`src/rtl/pipe_ctrl_pkg.sv`:
```
// Shared types for the pipeline hazard controller: FSM states and forward-select encoding.
// Types only, no logic, so no latency.
// No flow control lives here.
package pipe_ctrl_pkg;

    typedef enum logic [1:0] {
        S_INIT,
        S_RUN,
        S_FLUSH
    } ctrl_state_e;

    typedef enum logic [1:0] {
        FWD_RF  = 2'b00,
        FWD_EXE = 2'b01,
        FWD_MEM = 2'b10,
        FWD_WB  = 2'b11
    } fwd_sel_e;

endpackage

```
`src/rtl/fwd_select.sv`:
```
// One ID operand: compares against EXE/MEM/WB destinations and picks the youngest forward source.
// Purely combinational, zero latency.
// No flow control; load_hit tells the parent that a stall is needed.
module fwd_select
    import pipe_ctrl_pkg::*;
#(
    parameter int REG_AW = 5
) (
    input  logic              read_en,
    input  logic [REG_AW-1:0] addr,
    input  logic              exe_reg_write,
    input  logic              exe_load,
    input  logic [REG_AW-1:0] exe_write_addr,
    input  logic              mem_reg_write,
    input  logic              mem_load,
    input  logic [REG_AW-1:0] mem_write_addr,
    input  logic              wb_reg_write,
    input  logic [REG_AW-1:0] wb_write_addr,
    output fwd_sel_e          sel,
    output logic              load_hit
);

    logic exe_hit;
    logic mem_hit;
    logic wb_hit;

    assign exe_hit = read_en && exe_reg_write && (addr == exe_write_addr);
    assign mem_hit = read_en && mem_reg_write && (addr == mem_write_addr);
    assign wb_hit  = read_en && wb_reg_write  && (addr == wb_write_addr);

    // A load result is not ready in EXE/MEM; the stall covers it, so the select is a don't-care there.
    always_comb begin
        sel = FWD_RF;
        if (exe_hit) begin
            sel = exe_load ? FWD_RF : FWD_EXE;
        end else if (mem_hit) begin
            sel = mem_load ? FWD_RF : FWD_MEM;
        end else if (wb_hit) begin
            sel = FWD_WB;
        end
    end

    assign load_hit = (exe_hit && exe_load) || (mem_hit && mem_load);

endmodule

```
`src/rtl/pipe_hazard_ctrl.sv`:
```
// 5-stage pipeline sequencer: RAW forwarding, load-use stall, branch flush, warm-up hold, perf counters.
// Control outputs are combinational from state and stage info; counters update one cycle later.
// Stalls PC and IF/ID on load-use; flush overrides stall so a taken branch always redirects fetch.
module pipe_hazard_ctrl
    import pipe_ctrl_pkg::*;
#(
    parameter int REG_AW       = 5,
    parameter int FLUSH_CYCLES = 2,
    parameter int INIT_CYCLES  = 2,
    parameter int CNT_W        = 32
) (
    input  logic              clk,
    input  logic              rst,
    input  logic              id_reg1_read,
    input  logic [REG_AW-1:0] id_reg1_addr,
    input  logic              id_reg2_read,
    input  logic [REG_AW-1:0] id_reg2_addr,
    input  logic              id_sw_read,
    input  logic [REG_AW-1:0] id_sw_addr,
    input  logic              exe_reg_write,
    input  logic              exe_DM_read,
    input  logic [REG_AW-1:0] exe_write_addr,
    input  logic              mem_reg_write,
    input  logic              mem_DM_read,
    input  logic [REG_AW-1:0] mem_write_addr,
    input  logic              wb_reg_write,
    input  logic [REG_AW-1:0] wb_write_addr,
    input  logic              branch_true,
    output logic              pc_stall,
    output logic              ifid_stall,
    output logic              ifid_flush,
    output logic              idexe_flush,
    output logic [1:0]        fwd_reg1_sel,
    output logic [1:0]        fwd_reg2_sel,
    output logic [1:0]        fwd_sw_sel,
    output logic [CNT_W-1:0]  stall_cnt,
    output logic [CNT_W-1:0]  flush_cnt
);

    localparam int FL_W = (FLUSH_CYCLES > 1) ? $clog2(FLUSH_CYCLES) : 1;
    localparam int IN_W = (INIT_CYCLES > 1) ? $clog2(INIT_CYCLES) : 1;

    ctrl_state_e     state, state_nxt;
    logic [IN_W-1:0] init_cnt, init_cnt_nxt;
    logic [FL_W-1:0] flush_left, flush_left_nxt;
    fwd_sel_e        sel_reg1, sel_reg2, sel_sw;
    logic            hit_reg1, hit_reg2, hit_sw;
    logic            load_use;
    logic            stall_inc;
    logic            flush_inc;

    fwd_select #(.REG_AW(REG_AW)) u_fwd_reg1 (
        .read_en(id_reg1_read), .addr(id_reg1_addr),
        .exe_reg_write(exe_reg_write), .exe_load(exe_DM_read), .exe_write_addr(exe_write_addr),
        .mem_reg_write(mem_reg_write), .mem_load(mem_DM_read), .mem_write_addr(mem_write_addr),
        .wb_reg_write(wb_reg_write), .wb_write_addr(wb_write_addr),
        .sel(sel_reg1), .load_hit(hit_reg1)
    );

    fwd_select #(.REG_AW(REG_AW)) u_fwd_reg2 (
        .read_en(id_reg2_read), .addr(id_reg2_addr),
        .exe_reg_write(exe_reg_write), .exe_load(exe_DM_read), .exe_write_addr(exe_write_addr),
        .mem_reg_write(mem_reg_write), .mem_load(mem_DM_read), .mem_write_addr(mem_write_addr),
        .wb_reg_write(wb_reg_write), .wb_write_addr(wb_write_addr),
        .sel(sel_reg2), .load_hit(hit_reg2)
    );

    fwd_select #(.REG_AW(REG_AW)) u_fwd_sw (
        .read_en(id_sw_read), .addr(id_sw_addr),
        .exe_reg_write(exe_reg_write), .exe_load(exe_DM_read), .exe_write_addr(exe_write_addr),
        .mem_reg_write(mem_reg_write), .mem_load(mem_DM_read), .mem_write_addr(mem_write_addr),
        .wb_reg_write(wb_reg_write), .wb_write_addr(wb_write_addr),
        .sel(sel_sw), .load_hit(hit_sw)
    );

    assign fwd_reg1_sel = sel_reg1;
    assign fwd_reg2_sel = sel_reg2;
    assign fwd_sw_sel   = sel_sw;
    assign load_use     = hit_reg1 || hit_reg2 || hit_sw;

    always_comb begin
        state_nxt      = state;
        init_cnt_nxt   = init_cnt;
        flush_left_nxt = flush_left;
        pc_stall       = 1'b0;
        ifid_stall     = 1'b0;
        ifid_flush     = 1'b0;
        idexe_flush    = 1'b0;
        stall_inc      = 1'b0;
        case (state)
            S_INIT: begin
                pc_stall    = 1'b1;
                ifid_flush  = 1'b1;
                idexe_flush = 1'b1;
                if (init_cnt == IN_W'(INIT_CYCLES - 1)) begin
                    state_nxt = S_RUN;
                end else begin
                    init_cnt_nxt = init_cnt + IN_W'(1);
                end
            end
            S_RUN: begin
                // Branch beats load-use: the stalled instruction is on the wrong path anyway.
                if (branch_true) begin
                    ifid_flush  = 1'b1;
                    idexe_flush = 1'b1;
                    if (FLUSH_CYCLES > 1) begin
                        flush_left_nxt = FL_W'(FLUSH_CYCLES - 1);
                        state_nxt      = S_FLUSH;
                    end
                end else if (load_use) begin
                    pc_stall    = 1'b1;
                    ifid_stall  = 1'b1;
                    idexe_flush = 1'b1;
                    stall_inc   = 1'b1;
                end
            end
            S_FLUSH: begin
                ifid_flush  = 1'b1;
                idexe_flush = 1'b1;
                if (branch_true) begin
                    flush_left_nxt = FL_W'(FLUSH_CYCLES - 1);
                end else if (flush_left == FL_W'(1)) begin
                    state_nxt = S_RUN;
                end else begin
                    flush_left_nxt = flush_left - FL_W'(1);
                end
            end
            default: state_nxt = S_INIT;
        endcase
    end

    assign flush_inc = ifid_flush && (state != S_INIT);

    always_ff @(posedge clk) begin
        if (rst) begin
            state      <= S_INIT;
            init_cnt   <= '0;
            flush_left <= '0;
            stall_cnt  <= '0;
            flush_cnt  <= '0;
        end else begin
            state      <= state_nxt;
            init_cnt   <= init_cnt_nxt;
            flush_left <= flush_left_nxt;
            if (stall_inc && (stall_cnt != '1)) begin
                stall_cnt <= stall_cnt + CNT_W'(1);
            end
            if (flush_inc && (flush_cnt != '1)) begin
                flush_cnt <= flush_cnt + CNT_W'(1);
            end
        end
    end

endmodule

```
`config.mk`:
```
export PLATFORM = sky130hd
export DESIGN_NAME = pipe_hazard_ctrl
export DESIGN_NICKNAME = d
export VERILOG_FILES = /design/src/rtl/pipe_ctrl_pkg.sv /design/src/rtl/fwd_select.sv /design/src/rtl/pipe_hazard_ctrl.sv
export SDC_FILE = /design/constraint.sdc
export NUM_CORES = 1
export LEC_CHECK = 0
export BUFFER_PORTS_ARGS = -buffer_cell sky130_fd_sc_hd__buf_4
export CAP_MARGIN = 20
export CORE_ASPECT_RATIO = 0.6
export CORE_UTILIZATION = 43
export CTS_BUF_LIST = sky130_fd_sc_hd__clkbuf_2
export DETAILED_ROUTE_END_ITERATION = 12
export GPL_ROUTABILITY_DRIVEN = 0
export PLACE_DENSITY = 0.79
export SYNTH_ARGS = -nofsm -noshare
export SYNTH_HDL_FRONTEND = slang
export SYNTH_SLANG_ARGS = --single-unit
```
`constraint.sdc`:
```
create_clock -name clk -period 4.9 [get_ports clk]
set_input_delay 0.245 -clock clk [delete_from_list [all_inputs] [get_ports clk]]
set_output_delay 0.245 -clock clk [all_outputs]
set_load 0.05 [all_outputs]
```
Word-level counts from Yosys, hierarchy flattened
Cells that the tools add are included.
{"block": "word_totals", "elab_cells": 93, "reg_bits": 68, "in_bits": 41}
{"block": "op_classes", "muxes": 29, "reduce_logical": 38, "n_eq_ne": 17, "n_addsub": 4}
{"cell": "adder 32 x 1 -> 32 bit (second input constant)", "n": 2}
{"cell": "!= test 32 bit (second input constant)", "n": 2}
{"cell": "== test 5 bit", "n": 9}
{"cell": "2-to-1 mux 2 bit", "n": 14}
{"cell": "logical AND 1 bit", "n": 27}
{"cell": "2-to-1 mux 1 bit", "n": 10}
{"cell": "!= test 2 bit (second input constant)", "n": 4}
{"cell": "case mux 1 bit (2 select lines)", "n": 4}
{"cell": "case mux 2 bit (3 select lines)", "n": 1}
{"cell": "logical OR 1 bit", "n": 5}
{"cell": "AND reduction 4 bit", "n": 1}
{"cell": "nonzero test 2 bit", "n": 2}
{"cell": "== test 2 x 1 -> 1 bit (second input constant)", "n": 1}
{"cell": "== test 2 bit (second input constant)", "n": 1}
{"cell": "logical NOT 2 bit", "n": 1}
{"cell": "AND reduction 2 bit", "n": 1}
{"cell": "OR reduction 2 bit", "n": 1}
{"cell": "adder 1 bit (second input constant)", "n": 1}
{"cell": "subtractor 1 bit (second input constant)", "n": 1}

Logic depth before layout (Yosys ltp)
Gate-level depths: netlist of the first run.
{"block": "logic_depth", "ltp_word": 10, "depth_mapped": 10}

Modules after synthesis
From an unflattened synthesis of the first run, not the netlist that was laid out.
{"block": "unflattened", "hier_cells": 513, "area_unflattened_um2": 4269.1}
{"module": "pipe_hazard_ctrl", "instances": 1, "seq_area_each_um2": 1361.3, "area_per_inst_um2": 3634.7, "cells_each": 429}
{"module": "fwd_select", "instances": 3, "seq_area_each_um2": 0.0, "area_per_inst_um2": 211.5, "cells_each": 28}

Least setup slack after synthesis of the first run
No wires, ideal clock.
{"block": "synth_path", "kind": "reg-to-reg", "from": "register stall_cnt[3]", "to": "register stall_cnt[14]", "arrival_ns": 2.446, "path_stages_with_launch": 10, "t_required_ns": 4.779, "n_path_buf": 2, "setup_ns": 0.121, "setup_slack_ns": 2.334, "path_cell_list": "dfxtp_1 -> and4_4 -> nand3_2 -> nor2_4 -> buf_6 -> nand3_2 -> a32oi_4 -> buf_6 -> nand4b_1 -> mux2_2"}
{"block": "synth_between", "elab_chain_cells": 2, "elab_cells_between_ends": 3, "classes_between": "1 x add/sub; 1 x eq/ne; 1 x reduce/logical"}
{"item": "start: declaration", "line": "pipe_hazard_ctrl.sv:36", "text": "output logic [CNT_W-1:0] stall_cnt,"}
{"item": "start signal: assignment", "line": "pipe_hazard_ctrl.sv:146", "text": "stall_cnt <= stall_cnt + CNT_W'(1);"}
{"item": "branches (longest 2 deep; another with adder 32 x 1 -> 32 bit)"}
Several ways; the timed one is not identified.
A chain may end at the register's enable or synchronous reset.

Final worst setup path of the first run
Ends and elaborated chain as after synthesis.

==> results of run 1 <==
[logic make-up after synthesis]
kind of cell,share of synthesized area
multiplexers,0.02980
AND/OR/NAND/NOR,0.3105
buffers and inverters,0.03513
AO/OA/AOI/OAI,0.1145
XOR/XNOR,0.1625
flip-flops,0.3413
adder cells (fa/ha/maj),0.006273
[power by group]
group	leakage, µW	internal, µW	switching [µW]	total [µW]
Combinational	0.00140	58.9	86.1	145
Sequential	0.000548	559	6.47	566
Clock	0.0000653	115	215	329
[area by class of cell]
cell class	count	area (µm²)
fillers	824	3756
inverters	8	30.03
multi-input cells	380	2487
repair buffers	115	863.3
clock buffers	9	45.04
clock inverters	7	67.56
flip-flops and latches	68	1361
well taps	112	140.1
[layout by cell type (no fill, tap or decap), types with 2 or more instances in the layout]
cell type     n
buf_4       115
dfxtp_1      68
xor2_1       60
nor2_1       53
nand4_1      29
a21oi_1      26
nand3_1      25
o21ai_0      25
nand2_1      24
or3_1        17
xnor2_1      14
nor4_1       13
nor2b_1      10
and4_1        9
or4_1         9
clkbuf_2      9
and3_1        8
inv_1         8
o31ai_1       7
nor3_1        6
and2_1        6
mux2i_1       4
mux2_2        4
nand3_2       3
mux2_1        3
a31oi_1       2
nand3b_1      2
and4_4        2
o21ba_2       2
ha_1          2
clkinvlp_4    2
clkinv_2      2
[per-stage QoR]
| step | cell area, µm² | power, µW | hold WS [ps] | instances |
|---|---|---|---|---|
| after global routing | 4995 | 1097 | 13.88 | 699 |
| after global placement | 4882 | 717.9 | 452.6 | 683 |
| after floorplan | 3989 | 656.1 | 416.4 | 473 |
| after detailed placement | 4882 | 721.0 | 461.6 | 683 |
| after CTS | 4995 | 1054 | 25.81 | 699 |
| final | 4995 | 1040 | 73.12 | 699 |
[sequential cells by signal, summed over array words and instances, names as in the netlist]
| register | cells |
|---|---|
| state | 2 |
| init_cnt | 1 |
| flush_cnt | 32 |
| flush_left | 1 |
| stall_cnt | 32 |
[metal layers]
| metal | share of wire | vias up |
|---|---|---|
| met5 | 0 | - |
| met4 | 0.0078 | 0 |
| met3 | 0.076 | 10 |
| met2 | 0.43 | 155 |
| met1 | 0.49 | 1834 |
| li1 | - | 1934 |
[how the worst max path moves through the flow]
| stage | slack [ps] | to | startpoint | depth (start not counted) |
|---|---|---|---|---|
| after floorplan | 2330 | stall_cnt[14]$_SDFFE_PP0P_ | stall_cnt[3]$_SDFFE_PP0P_ | 9 |
| after global placement | 2120 | stall_cnt[14]$_SDFFE_PP0P_ | stall_cnt[3]$_SDFFE_PP0P_ | 8 |
| after detailed placement | 1980 | stall_cnt[14]$_SDFFE_PP0P_ | stall_cnt[3]$_SDFFE_PP0P_ | 8 |
| after CTS | 1940 | stall_cnt[14]$_SDFFE_PP0P_ | stall_cnt[3]$_SDFFE_PP0P_ | 8 |
| after global routing | 1690 | stall_cnt[14]$_SDFFE_PP0P_ | stall_cnt[3]$_SDFFE_PP0P_ | 8 |
| final | 1910 | stall_cnt[14]$_SDFFE_PP0P_ | stall_cnt[3]$_SDFFE_PP0P_ | 8 |
[critical path, cell delays in order, from the launching register on]
cell,delay [ps]
dfxtp_1,480
and4_4,290
nand3_2,150
nor2_4,280
nand3_2,160
a32oi_4,690
buf_4,360
nand4b_1,150
mux2_2,330
==> reports/summary.txt, run 1 <==
Gate Count Post-Synth: 473
Final #Nets: 625
Clock Latency Late Sink: 520 ps
Critical path type: flip-flop to flip-flop
Crit Path Max Fanout: 27
Synth area leaders: dfxtp_1 34%, xor2_1 13%, nor2_1 5.0%
Most used DFF post-synth: dfxtp_1
Grt total ovfl: 0
Register area share after synthesis: 0.3413
CTS Buffer Depth: 2
Num rows: 26
Area grow syn2layout: 25.22%
Power density over the cells: 208.3 nW/µm²
Reg2reg path depth: 8
Post-CTS Hold Buffers: 0
Number of synthesized flops with an enable pin: 0
Setup slack after layout: 1909 ps
Final Hold Viols: 0
N_diodes: 0
TritonRoute pass-1 iters: 4
Iteration-0 DRC Markers: 252
Initial antenna violation count: 0
Syn_nets: 516
Ys async rst share: 0
Crit path capture type: flip-flop
Die ar.: 9678 µm²
Hold Path End: state[1]$_SDFFE_PP0P_
Place WS: 1977 ps
M1 GR Usage: 0.3302
Setup TNS: 0 ps
Die Y: 76.61 µm
Clk sinks: 68
Max Freq: 334.3 MHz
Num CTS Buffers: 9
CTS tree: yes
Final Max Tran Viols: 0
Leak Pwr: 0.002018 µW
Vias in the first global route: 3,605
Via density: 5.627
Final setup fails: 0
WL per Instance: 15.87 µm
Post-layout util: 0.5708
Synth Register Bits: 68
Yosys cell types: 47
Clock-pin slew on the worst setup and hold paths: 200 ps
Layout cell share with drive strength beyond 1: 0.2504
Worst VDD drop: 0.0001831 V
Max Cap Viol: 0
Setup crit start kind: flip-flop
Yosys Warn Count: 0
Final period utilization: 0.6104
WP data required: 5320 ps
Hold Crit Depth: 3
Worst Hold Launch: branch_true
DRT antenna net count: 0
Fin crit period: 2991 ps
Area of the mapped netlist: 3989 µm²
DRC: 0
Setup bufs post-CTS: 0
Setup Skew: 26.43 ps
Reg2reg start: stall_cnt[3]$_SDFFE_PP0P_
Post_cts resized: 0
GR Layer Usage met2: 0.3564
Reg2reg end: stall_cnt[14]$_SDFFE_PP0P_
First-pass GRT wire length: 18,170 µm
Root buf cell: clkbuf_2
Reg2Reg Setup Slack: 1910 ps
Die Span X: 126.3 µm
Io pins: 115
Worst Hold Class: primary input to flip-flop
Most frequent cell after synthesis: dfxtp_1
Worst-margin pin slew: 961.6 ps
Share of Yosys cell area claimed by the top area cell type: 0.3413
Area leader, netlist: dfxtp_1
IO buf count: 114
H-tree levels: 3
Largest net degree at the start of global routing: 78
WL final: 11,090 µm
Worst rel slew slack: 0.3530
DR vias: 3,933
Worst EP arrival: 3410 ps
Met3 usage: 0.06742
GR Util All Layers: 0.2359
DP Wirelength: 8421 µm
GR peak layer: met2
Syn avg cell area: 8.433 µm²
RSZ-0062 raised after global routing: no
Initial Util: 0.4558
Placeable Area: 8751 µm²
Outcome: finished clean
Commonest cells in the netlist: 68 x dfxtp_1, 60 x xor2_1, 53 x nor2_1
No activity file was read; power rests on OpenSTA's default activity.
==> run 2: changes to the inputs <==
Clock period 4.9 ns to 3.1 ns, I/O delays scaled along.
==> run 2 against run 1 <==
Effect of this change: non-clock buffer count increased by 3; routed wire length increased by 1.5%; setup slack got worse by 1500 ps; first-iteration DRC count up 41%; critical path depth unchanged; fmax up 9.8%; combinational power up 60%; total power is 66% higher; count of clock-buffer cells in the layout rose by 3.
==> reports/summary.txt, run 2 (synthesized netlist as in run 1, its figures left out) <==
N_diodes: 0 (unchanged)
Root buf cell: clkbuf_2
Multi-input logic area: 2487 µm² (unchanged)
Sw Share: 0.2717 (-0.02368)
GR Layer Usage met2: 0.3508 (-0.005525)
CP bufs+invs: 1 (unchanged)
Via density: 5.692 (+1.2%)
Final Max Tran Viols: 0 (unchanged)
Outcome: finished clean
DRC: 0 (unchanged)
H-tree levels: 3 (unchanged)
FF/Latch Area: 1361 µm² (unchanged)
Clock power frac: 0.347 (+0.030)
Finished Layout Cells: 702 (+0.43%)
Total Power: 1724 µW (+66%)
Setup bufs post-CTS: 0 (unchanged)
CTS tree: yes
Grt total ovfl: 0 (unchanged)
Worst EP arrival: 3120 ps (-290 ps)
Vias in the first global route: 3,713 (+3.0%)
Largest net degree at the start of global routing: 78 (unchanged)
RSZ-0062 raised after global routing: no
Die Y: 76.61 µm (unchanged)
Die Span X: 126.3 µm (unchanged)
Internal power: 1256 µW (+71%)
Crit path capture type: flip-flop
Slowest-stage cell, CP: a32oi_4
Most frequent cells in the layout: 117 x buf_4, 68 x dfxtp_1, 60 x xor2_1, 53 x nor2_1, 29 x nand4_1
IO buf count: 114 (unchanged)
Combinational power share: 0.134 (-0.005)
Most used cell along the critical path: nand3_2
WP data required: 3500 ps (-1820 ps)
WL final: 11,260 µm (+1.5%)
Placeable Area: 8751 µm² (unchanged)
Critical-path cell list: and4_4, nand3_2, nor2_4, nand3_2, a32oi_4, buf_4, mux2i_1, nor2_1
Power density over the cells: 342.0 nW/µm² (+64%)
Final #Nets: 628 (+0.48%)
Commonest non-fill, non-tap cell in the layout: buf_4
Max Freq: 367.0 MHz (+9.8%)
Die ar.: 9678 µm² (unchanged)
Max Cap Viol: 0 (unchanged)
GR peak layer: met2
Setup crit start kind: flip-flop
WL per Instance: 16.04 µm (+1.1%)
DP Wirelength: 8397 µm (-0.28%)
Crit Path Max Fanout: 25 (-7.4%)
Final Hold Viols: 0 (unchanged)
Final period utilization: 0.8789 (+0.2684)
Layout cell share with drive strength beyond 1: 0.2542 (+0.003811)
Final setup fails: 0 (unchanged)
Clk sinks: 68 (unchanged)
Met3 usage: 0.06952 (+0.002107)
Clock-pin slew on the worst setup and hold paths: 190 ps (about the same)
Worst rel slew slack: 0.4878 (+0.1348)
Worst-margin pin slew: 768.3 ps (-193.3 ps)
CTS Buffer Depth: 2 (unchanged)
DR vias: 3,996 (+1.6%)
Initial Util: 0.4558 (unchanged)
Flop pwr share: 0.518 (-0.026)
WHS: 171.6 ps (+98.52 ps)
Sw Pwr: 468.5 µW (+52%)
Setup TNS: 0 ps (unchanged)
Num rows: 26 (unchanged)
Fin crit period: 2725 ps (-266.6 ps)
CP top delay family: simple AND/OR/NAND/NOR gates
Post_cts resized: 0 (unchanged)
DRT antenna net count: 0 (unchanged)
GR Util All Layers: 0.2378 (+0.001989)
First-pass GRT wire length: 18,550 µm (+2.1%)
Critical Path Max Stage Delay: 630 ps (-60 ps)
Critical path type: flip-flop to flip-flop
M1 GR Usage: 0.3365 (+0.006349)
Initial antenna violation count: 0 (unchanged)
Dpl cells: 685 (+0.29%)
Worst Hold Class: primary input to flip-flop
Num CTS Buffers: 9 (unchanged)
Io pins: 115 (unchanged)
Area grow syn2layout: 26.38%
Leak Pwr: 0.002053 µW (+1.7%)
Worst VDD drop: 0.0002241 V (+22%)
Biggest regs: flush_cnt x32, stall_cnt x32, state x2
Setup Skew: 28.39 ps (+1.957 ps)
Iteration-0 DRC Markers: 355 (+41%)
TritonRoute pass-1 iters: 5 (+1)
Clock Latency Late Sink: 520 ps (about the same)
Fill count: 771 (-6.4%)
[run 2: metrics by stage]
step	setup WS [ps]	util	cell area, µm²
final	375.5	0.5761	5041
after global routing	200.0	0.5761	5041
after CTS	422.6	0.5761	5041
after detailed placement	471.9	0.5596	4897
after global placement	567.7	0.5596	4897
after floorplan	533.6	-	3989
[run 2: path summary, 6_finish.rpt]
check | end | start | cells past startpoint | slack, ps
worst min-delay path | stall_cnt[0]$_SDFFE_PP0P_ | rst | 2 | 170
worst max-delay path | stall_cnt[1]$_SDFFE_PP0P_ | stall_cnt[3]$_SDFFE_PP0P_ | 8 | 380
worst max register to register | stall_cnt[1]$_SDFFE_PP0P_ | stall_cnt[3]$_SDFFE_PP0P_ | 8 | 380
worst min register to register | flush_left$_SDFFE_PP0P_ | flush_left$_SDFFE_PP0P_ | 2 | 490
[run 2: final cells by class]
cell class | instances | area share
Clock buffer | 12 | 0.01191
Multi-Input combinational cell | 380 | 0.4934
Clock inverter | 4 | 0.01464
Inverter | 8 | 0.005957
Timing Repair Buffer | 118 | 0.1762
Sequential cell | 68 | 0.2700
Tap cell | 112 | 0.02780
[run 2: power by group through the flow]
stage | clock [µW] | sequential (µW) | combinational, µW
after floorplan | 0 | 916 | 121
after global placement | 0 | 911 | 222
after global routing | 662 | 897 | 248
after detailed placement | 0 | 912 | 227
final | 598 | 894 | 232
after CTS | 621 | 894 | 230
[run 2: what timing repair did]
item                                   in CTS  in global routing
endpoints found under the hold margin       1                  0
hold buffers                                1                  0
setup endpoints to repair                   0                  0
[run 2: layer usage]
| layer | wire, µm | vias to the layer above |
|---|---|---|
| li1 | - | 1948 |
| met1 | 5645 | 1894 |
| met2 | 4746 | 139 |
| met3 | 772 | 15 |
| met4 | 98 | 0 |
| met5 | 0 | - |
==> run 3: changes to the inputs <==
Settings changed: CORE_UTILIZATION 43 to 54, PLACE_DENSITY 0.79 to 0.94.
==> run 3 against run 2 <==
Effect of this change: clock power increased by 13%; die area down 20%; sequential power about the same; sequential share of layout area is essentially flat; via count up 2.8%; total power up 4.5%; setup slack worse by 28 ps; critical path type unchanged; critical endpoint is now stall_cnt[2]$_SDFFE_PP0P_; worst hold slack got worse by 20 ps; largest cell class unchanged; first-iteration DRC count shrank 9.9%.
==> reports/summary.txt, run 3 (synthesized netlist as in run 1, its figures left out) <==
Outcome: finished clean
Num rows: 23 (-12%)
Reg2reg path depth: 8 (unchanged)
DR vias: 4,106 (+2.8%)
Slowest-stage cell, CP: a32oi_4
Vias in the first global route: 3,724 (+0.30%)
Worst Hold Class: primary input to flip-flop
Layout cell share with drive strength beyond 1: 0.2508 (-0.003390)
Initial Util: 0.5775 (+0.1217)
Worst EP arrival: 3210 ps (+90 ps)
Critical path type: flip-flop to flip-flop
Fill count: 558 (-28%)
Area grow syn2layout: 26.25% (about the same)
Clk sinks: 68 (unchanged)
Worst rel slew slack: 0.4847 (-0.003146)
First-pass GRT wire length: 18,100 µm (-2.4%)
Setup Skew: 30.18 ps (+1.799 ps)
Crit Path Max Fanout: 29 (+16%)
Setup bufs post-CTS: 0 (unchanged)
Most frequent cells in the layout: 117 x buf_4, 68 x dfxtp_1, 60 x xor2_1, 53 x nor2_1, 29 x nand4_1
Die Y: 68.58 µm (-10%)
Final setup fails: 0 (unchanged)
Fin crit period: 2752 ps (+27.89 ps)
Worst VDD drop: 0.0003210 V (+43%)
Die Span X: 113.0 µm (-11%)
Initial antenna violation count: 0 (unchanged)
Sw Pwr: 478.7 µW (+2.2%)
Commonest non-fill, non-tap cell in the layout: buf_4
Setup TNS: 0 ps (unchanged)
Total Power: 1802 µW (+4.5%)
Num CTS Buffers: 9 (unchanged)
Grt total ovfl: 0 (unchanged)
Placeable Area: 6907 µm² (-21%)
Clock Latency Late Sink: 530 ps (about the same)
IO buf count: 114 (unchanged)
Root buf cell: clkbuf_2
WL final: 11,450 µm (+1.7%)
N_diodes: 0 (unchanged)
Reg2reg end: stall_cnt[2]$_SDFFE_PP0P_
Io pins: 115 (unchanged)
Final period utilization: 0.8879 (+0.008997)
WL per Instance: 16.91 µm (+5.4%)
Final Max Tran Viols: 0 (unchanged)
Sw Share: 0.2657 (-0.006074)
DRT antenna net count: 0 (unchanged)
Post-DP Area: 4866 µm² (-0.64%)
Worst-margin pin slew: 773.0 ps (+4.718 ps)
Crit path from: stall_cnt[0]$_SDFFE_PP0P_
Final Hold Viols: 0 (unchanged)
Max Freq: 363.3 MHz (-1.0%)
Via density: 6.065 (+6.5%)
Post_cts resized: 0 (unchanged)
Biggest regs: flush_cnt x32, stall_cnt x32, state x2
Critical Path Max Stage Delay: 700 ps (+70 ps)
Iteration-0 DRC Markers: 320 (-9.9%)
CTS tree: yes
Power density over the cells: 357.8 nW/µm² (+4.6%)
Die ar.: 7746 µm² (-20%)
Reg2Reg Setup Slack: 350 ps (-30 ps)
Leak Pwr: 0.002058 µW (+0.24%)
Final #Nets: 628 (unchanged)
Internal power: 1323 µW (+5.4%)
Critical-path cell list: ha_1, nand2_1, nor2_4, nand3_2, a32oi_4, buf_4, nor2b_1, mux2_2
DP Wirelength: 8575 µm (+2.1%)
Crit path capture type: flip-flop
TritonRoute pass-1 iters: 6 (+1)
CTS Buffer Depth: 2 (unchanged)
Reg2reg start: stall_cnt[0]$_SDFFE_PP0P_
RSZ-0062 raised after global routing: no
DRC: 0 (unchanged)
Setup crit start kind: flip-flop
GR Util All Layers: 0.3003 (+0.06247)
Clock-pin slew on the worst setup and hold paths: 210 ps (+20 ps)
H-tree levels: 3 (unchanged)
Design area: 5036 µm² (about the same)
Largest net degree at the start of global routing: 78 (unchanged)
Clock power frac: 0.376 (+0.029)
Critical Path End: stall_cnt[2]$_SDFFE_PP0P_
Combinational power share: 0.128 (-0.006)
Max Cap Viol: 0 (unchanged)
Flop pwr share: 0.496 (-0.022)
WHS: 151.6 ps (-20.02 ps)
WP data required: 3560 ps (+60 ps)
run 3: how the worst min path moves through the flow:
| stage | start | slack, ps | depth (start not counted) | end |
|---|---|---|---|---|
| 3_3_place_gp | init_cnt$_SDFFE_PP0N_ | 450 | 2 | init_cnt$_SDFFE_PP0N_ |
| 2_1_floorplan | rst | 330 | 2 | stall_cnt[10]$_SDFFE_PP0P_ |
| 3_5_place_dp | init_cnt$_SDFFE_PP0N_ | 460 | 2 | init_cnt$_SDFFE_PP0N_ |
| 5_1_grt | rst | 140 | 2 | flush_cnt[13]$_SDFFE_PP0P_ |
| 6_report | rst | 150 | 2 | stall_cnt[0]$_SDFFE_PP0P_ |
| 4_1_cts | rst | 150 | 2 | flush_cnt[4]$_SDFFE_PP0P_ |
run 3: cell type report:
class                   count  area, µm²  share of cell area
clock buffers               9      45.04            0.008944
well taps                  87      108.9             0.02161
repair buffers            118      888.4              0.1764
clock inverters             7      115.1             0.02286
inverters                   8      30.03            0.005963
multi-input cells         380       2487              0.4939
flip-flops and latches     68       1361              0.2703
run 3: metal layers:
metal / wire length [µm] / share of wire / global-route usage / vias up
li1: - / - / - / 1936
met1: 5057 / 0.44 / 0.3726 / 1913
met2: 5171 / 0.45 / 0.5162 / 216
met3: 926 / 0.081 / 0.08479 / 41
met4: 294 / 0.026 / 0.09868 / 0
met5: 0 / 0 / 0 / -
run 3: timing repair:
action | 4_1_cts | 5_1_grt
hold endpoints to repair | 1 | 0
setup endpoints to repair | 0 | 0
hold buffers | 1 | 0
run 3: power groups by stage:
stage | clock [µW] | sequential, µW | combinational, µW
global route | 719 | 897 | 248
global placement | 0 | 911 | 218
finish | 677 | 894 | 231
floorplan | 0 | 916 | 121
detailed placement | 0 | 911 | 226
CTS | 678 | 894 | 229
run 3: through the flow:
step	utilization	instances	setup slack (ps)
after floorplan	-	473	533.6
after global placement	0.7045	660	545.1
after detailed placement	0.7045	660	409.4
after CTS	0.7292	677	400.3
after global routing	0.7292	677	153.1
final	0.7292	677	347.6
run 3: critical path: cells and delay by family (launching register included):
| kind | cells | cell delay [ps] |
|---|---|---|
| adder cells (fa/ha/maj) | 1 | 270 |
| flip-flops | 1 | 450 |
| AND/OR/NAND/NOR | 4 | 700 |
| multiplexers | 1 | 260 |
| buffers and inverters | 1 | 300 |
| AO/OA/AOI/OAI | 1 | 700 |
